### src/rtl/serial_divider.sv
// Sequential restoring divider: 2*SIZE-bit dividend / SIZE-bit divisor, one quotient bit per clock.
// Shares the start/done handshake of the serial-parallel multiplier so it can invert its product.
module serial_divider #(
    parameter int SIZE = 32
) (
    input  logic              clk,
    input  logic              rst,
    input  logic              start,
    input  logic [2*SIZE-1:0] dividend,
    input  logic [SIZE-1:0]   divisor,
    output logic [SIZE-1:0]   q,
    output logic [SIZE-1:0]   r,
    output logic              ovf,
    output logic              busy,
    output logic              done
);

    localparam int CW = $clog2(SIZE + 1);

    typedef enum logic [1:0] {
        IDLE = 2'd0,
        RUN  = 2'd1,
        DONE = 2'd2
    } state_t;

    state_t            state_reg, state_next;
    logic [SIZE:0]     rem_reg, rem_next;
    logic [SIZE-1:0]   quo_reg, quo_next;
    logic [SIZE-1:0]   dvs_reg, dvs_next;
    logic [CW-1:0]     cnt_reg, cnt_next;
    logic [SIZE-1:0]   q_reg, q_next;
    logic [SIZE-1:0]   r_reg, r_next;
    logic              ovf_reg, ovf_next;

    logic [SIZE-1:0]   dividend_hi;
    logic [SIZE:0]     rem_shift;
    logic [SIZE:0]     trial;
    logic              trial_ok;
    logic [SIZE:0]     rem_step;
    logic [SIZE-1:0]   quo_step;

    assign dividend_hi = dividend[2*SIZE-1:SIZE];

    // The partial remainder is always below the divisor, so the shifted value fits in SIZE+1 bits.
    assign rem_shift = {rem_reg[SIZE-1:0], quo_reg[SIZE-1]};
    assign trial     = rem_shift - {1'b0, dvs_reg};
    assign trial_ok  = (rem_shift >= {1'b0, dvs_reg});
    assign rem_step  = trial_ok ? trial : rem_shift;
    assign quo_step  = {quo_reg[SIZE-2:0], trial_ok};

    always_comb begin
        state_next = state_reg;
        rem_next   = rem_reg;
        quo_next   = quo_reg;
        dvs_next   = dvs_reg;
        cnt_next   = cnt_reg;
        q_next     = q_reg;
        r_next     = r_reg;
        ovf_next   = ovf_reg;

        case (state_reg)
            IDLE, DONE: begin
                if (start) begin
                    if (dividend_hi >= divisor) begin
                        // Quotient cannot fit (or divisor is zero): answer immediately.
                        state_next = DONE;
                        q_next     = '1;
                        r_next     = '0;
                        ovf_next   = 1'b1;
                    end else begin
                        state_next = RUN;
                        rem_next   = {1'b0, dividend_hi};
                        quo_next   = dividend[SIZE-1:0];
                        dvs_next   = divisor;
                        cnt_next   = CW'(SIZE);
                        q_next     = '0;
                        r_next     = '0;
                        ovf_next   = 1'b0;
                    end
                end
            end
            RUN: begin
                rem_next = rem_step;
                quo_next = quo_step;
                cnt_next = cnt_reg - CW'(1);
                if (cnt_reg == CW'(1)) begin
                    state_next = DONE;
                    q_next     = quo_step;
                    r_next     = rem_step[SIZE-1:0];
                end
            end
            default: state_next = IDLE;
        endcase
    end

    always_ff @(posedge clk or negedge rst) begin
        if (!rst) begin
            state_reg <= IDLE;
            rem_reg   <= '0;
            quo_reg   <= '0;
            dvs_reg   <= '0;
            cnt_reg   <= '0;
            q_reg     <= '0;
            r_reg     <= '0;
            ovf_reg   <= 1'b0;
        end else begin
            state_reg <= state_next;
            rem_reg   <= rem_next;
            quo_reg   <= quo_next;
            dvs_reg   <= dvs_next;
            cnt_reg   <= cnt_next;
            q_reg     <= q_next;
            r_reg     <= r_next;
            ovf_reg   <= ovf_next;
        end
    end

    assign q    = q_reg;
    assign r    = r_reg;
    assign ovf  = ovf_reg;
    assign busy = (state_reg == RUN);
    assign done = (state_reg == DONE);

endmodule

### config.mk
export PLATFORM = sky130hd
export DESIGN_NAME = serial_divider
export DESIGN_NICKNAME = d
export VERILOG_FILES = /design/src/rtl/serial_divider.sv
export SDC_FILE = /design/constraint.sdc
export NUM_CORES = 1
export LEC_CHECK = 0
export ABC_CLOCK_PERIOD_IN_PS = 3900
export BUFFER_PORTS_ARGS = -buffer_cell sky130_fd_sc_hd__clkbuf_2
export CORE_AREA = 2 2 126 177
export CTS_CLUSTER_SIZE = 14
export DETAILED_ROUTE_END_ITERATION = 10
export DIE_AREA = 0 0 128 179
export PLACE_DENSITY = 0.71
export SLEW_MARGIN = 20
export SYNTH_ARGS = -nofsm -noshare
export SYNTH_HDL_FRONTEND = slang
export SYNTH_SLANG_ARGS = --single-unit
### constraint.sdc
create_clock -name clk -period 3.9 [get_ports clk]
set_clock_uncertainty 0.2 [all_clocks]
set_input_delay 0.585 -clock clk [delete_from_list [all_inputs] [get_ports clk]]
set_output_delay 0.585 -clock clk [all_outputs]
set_load 0.02 [all_outputs]
==> impl_metrics.env <==
export IMPL_via_per_inst=5.70
export IMPL_timing_hold_violations_final=0
export IMPL_cp_cell_sequence="ha_1, nand4_1, o21bai_1, nor3_2, a21oi_4, a21oi_4, o21ai_2, buf_4, mux2i_1, a221oi_1"
export IMPL_maxSlewHeadroom=0.456
export IMPL_die_w_um=128
export IMPL_r2r_cells=10
export IMPL_drv_cap=0
export IMPL_synthFlopType="dfrtp_1"
export IMPL_finalNonFillerCells=1521
export IMPL_finalMaxSlewViolations=0
export IMPL_final_antenna_net_count=0
export IMPL_critPathKind="flop to flop"
export IMPL_grt_use_total=0.246
export IMPL_cts_resized=0
export IMPL_grt_max_degree=83
export IMPL_post_cts_buffers=0
export IMPL_htreeDepth=4
export IMPL_synth_edf_count=0
export IMPL_netlist_instances=1108
export IMPL_hp_class="input pin to asynchronous set/reset pin"
export IMPL_crit_buf_inv=1
export IMPL_core_mm2=0.0215
export IMPL_post_dp_hpwl_um=19900
export IMPL_worst_hold_slack_ps=5.31
export IMPL_portBuffers=165
export IMPL_finalNetCount=1410
export IMPL_syn_cell_area_mm2=0.0105
export IMPL_cp_common_cell="a21oi_4"
export IMPL_clock_tree_root_cell="clkbuf_16"
export IMPL_num_antenna_cells=0
export IMPL_ir_drop_v=0.000505
export IMPL_antenna_found_initial=0
export IMPL_top_level_ports=166
export IMPL_min_period_ps=3390
export IMPL_yosysMostFrequentCell="dfrtp_1"
export IMPL_yosys_warnings=0
export IMPL_drt_iter0_drc=446
export IMPL_cts_sinks=169
export IMPL_synth_nets=1274
export IMPL_p_leak_nw=5.79
export IMPL_powerDensity_mw_per_mm2=1090
export IMPL_r2r_start="rem_reg[8]"
export IMPL_critPathTopFamily="compound AO/OA/AOI/OAI gates"
export IMPL_clk_insertion_delay_late_ps=440
export IMPL_r2r_slack_ps=510
export IMPL_die_h_um=179
export IMPL_first_pass_iters=5
export IMPL_place_inst=1489
export IMPL_yosysSeqAreaShare=0.402
export IMPL_gp_congestion=0.919
export IMPL_synth_area_leaders="dfrtp_1 (40%), mux2i_1 (10%), ha_1 (7.9%)"
export IMPL_drt_wl_total_um=27100
export IMPL_die_area_mm2=0.0229
export IMPL_required_ps=3980
export IMPL_synth_top_area_share=0.402
export IMPL_setup_viol=0
export IMPL_drive_gt1_frac=0.210
export IMPL_max_freq_mhz=295
export IMPL_grt_pass1_wl_um=44600
export IMPL_synth_common_cells="dfrtp_1 (169), nand2_1 (107), mux2i_1 (105), o21ai_0 (98), inv_1 (77)"
export IMPL_hold_buffers=0
export IMPL_r2r_end="rem_reg[25]"
export IMPL_rows=64
export IMPL_num_vias=8669
export IMPL_start_kind="flop"
export IMPL_finalCritPeriodShare=0.870
export IMPL_crit_path_max_incr_delay_ps=580
export IMPL_ys_async_sr_fraction=1.00
export IMPL_clk_pin_slew_ps=70
export IMPL_tightest_slew_ps=816
export IMPL_synth_area_per_cell_um2=9.49
export IMPL_initial_core_util=0.490
export IMPL_cts_buffers=17
export IMPL_yosysTopAreaCell="dfrtp_1"
export IMPL_dp_slack_ps=169
export IMPL_synth_cell_types=97
export IMPL_tns_ps=0
export IMPL_area_growth_pct=15.1
export IMPL_grt_pass1_vias=8869
export IMPL_crit_cells=10
export IMPL_endpoint_kind="flop"
export IMPL_critPathSlowestCell="o21ai_2"
export IMPL_critPathArrivalTime_ps=3470
export IMPL_grt_overflow_total=0
export IMPL_cts_max_path_buffers=2
export IMPL_ys_seq_elements=169
export IMPL_path_max_fanout=9
export IMPL_wl_per_cell_um=17.8
export IMPL_cts_tree="done"
export IMPL_fin_ws_ps=508
export IMPL_startpoint="rem_reg[8]"
export IMPL_crit_end="rem_reg[25]"
export IMPL_outcome="complete, no violations"
export IMPL_n_fill_cell=1966
export IMPL_grt_setup_unrepaired="no"
export IMPL_drc=0
## worst min path at each step
stage / cells past startpoint / from / slack (ps) / to
2_1_floorplan: 0 / rst / 90 / cnt_reg[0]
3_3_place_gp: 2 / q[0] / 270 / q[0]
3_5_place_dp: 1 / cnt_reg[5] / 280 / cnt_reg[5]
4_1_cts: 1 / rst / 30 / dvs_reg[17]
5_1_grt: 1 / rst / 70 / r[18]
6_report: 1 / rst / 5 / r[18]
## worst reg2reg max path, delay by kind of cell, from the launching register on
kind	cells	cell delay, ps
AND/OR/NAND/NOR	2	220
flip-flops	1	430
adder cells (fa/ha/maj)	1	430
multiplexers	1	290
buffers and inverters	1	290
AO/OA/AOI/OAI	5	1380
## area by class of cell
class | count | area, um2 | area share
Clock buffer | 20 | 457 | 0.0377
Inverter | 77 | 289 | 0.0239
Sequential cell | 169 | 4230 | 0.349
Timing Repair Buffer | 181 | 1000 | 0.0828
Tap cell | 264 | 330 | 0.0273
Clock inverter | 12 | 186 | 0.0154
Multi-Input combinational cell | 798 | 5610 | 0.464
## power by group
part	internal (mW)	total [mW]	leakage (nW)	switching (mW)
clock	1.12	1.87	0.304	0.750
combinational	3.16	8.22	3.41	5.05
sequential	2.65	3.17	2.08	0.520
total	6.92	13.2	5.79	6.32
## per-stage QoR
step	instance area [um2]	util	power [mW]
2_1_floorplan	10500	-	9.51
3_3_place_gp	11500	0.534	11.2
3_5_place_dp	11500	0.534	11.4
4_1_cts	12100	0.564	13.3
5_1_grt	12100	0.564	14.3
6_report	12100	0.564	13.2
## cell usage in the layout, fill, tap and decap left out, types with 4 or more instances in the layout
| master | count |
|---|---|
| clkbuf_2 | 164 |
| o21ai_1 | 23 |
| clkbuf_16 | 17 |
| nor2_1 | 66 |
| or3_1 | 5 |
| inv_1 | 76 |
| buf_4 | 12 |
| xor2_1 | 5 |
| nor2b_1 | 8 |
| a211oi_1 | 4 |
| a211oi_2 | 4 |
| o21bai_1 | 7 |
| nor4_1 | 4 |
| a31oi_1 | 37 |
| dfrtp_1 | 169 |
| a21oi_1 | 48 |
| nor3_1 | 12 |
| nand2_1 | 105 |
| nand3_1 | 41 |
| and2_1 | 6 |
| xnor2_1 | 16 |
| buf_12 | 4 |
| o21ai_0 | 98 |
| bufinv_16 | 4 |
| ha_1 | 66 |
| a21o_1 | 19 |
| mux2i_1 | 105 |
| o21ai_2 | 5 |
| nand4_1 | 12 |
## kinds of logic after synthesis
group	share of synthesized area
adders and majority gates	0.0804
buffers and inverters	0.0667
muxes	0.102
AOI/OAI and AO/OA	0.190
DFF	0.402
and+or+nand+nor	0.142
xor gates and xnor gates	0.0175
## layer usage
metal  share of wire  global-route usage  routed length (um)  vias to the layer above
met5               0                   0                   0                        -
met4           0.035               0.107                 945                        0
met2            0.51               0.433               13900                      239
met1            0.40               0.287               10700                     4139
li1                -                   -                   -                     4230
met3           0.057              0.0561                1540                       61
Note: power is estimated with default switching activity, not from simulation.
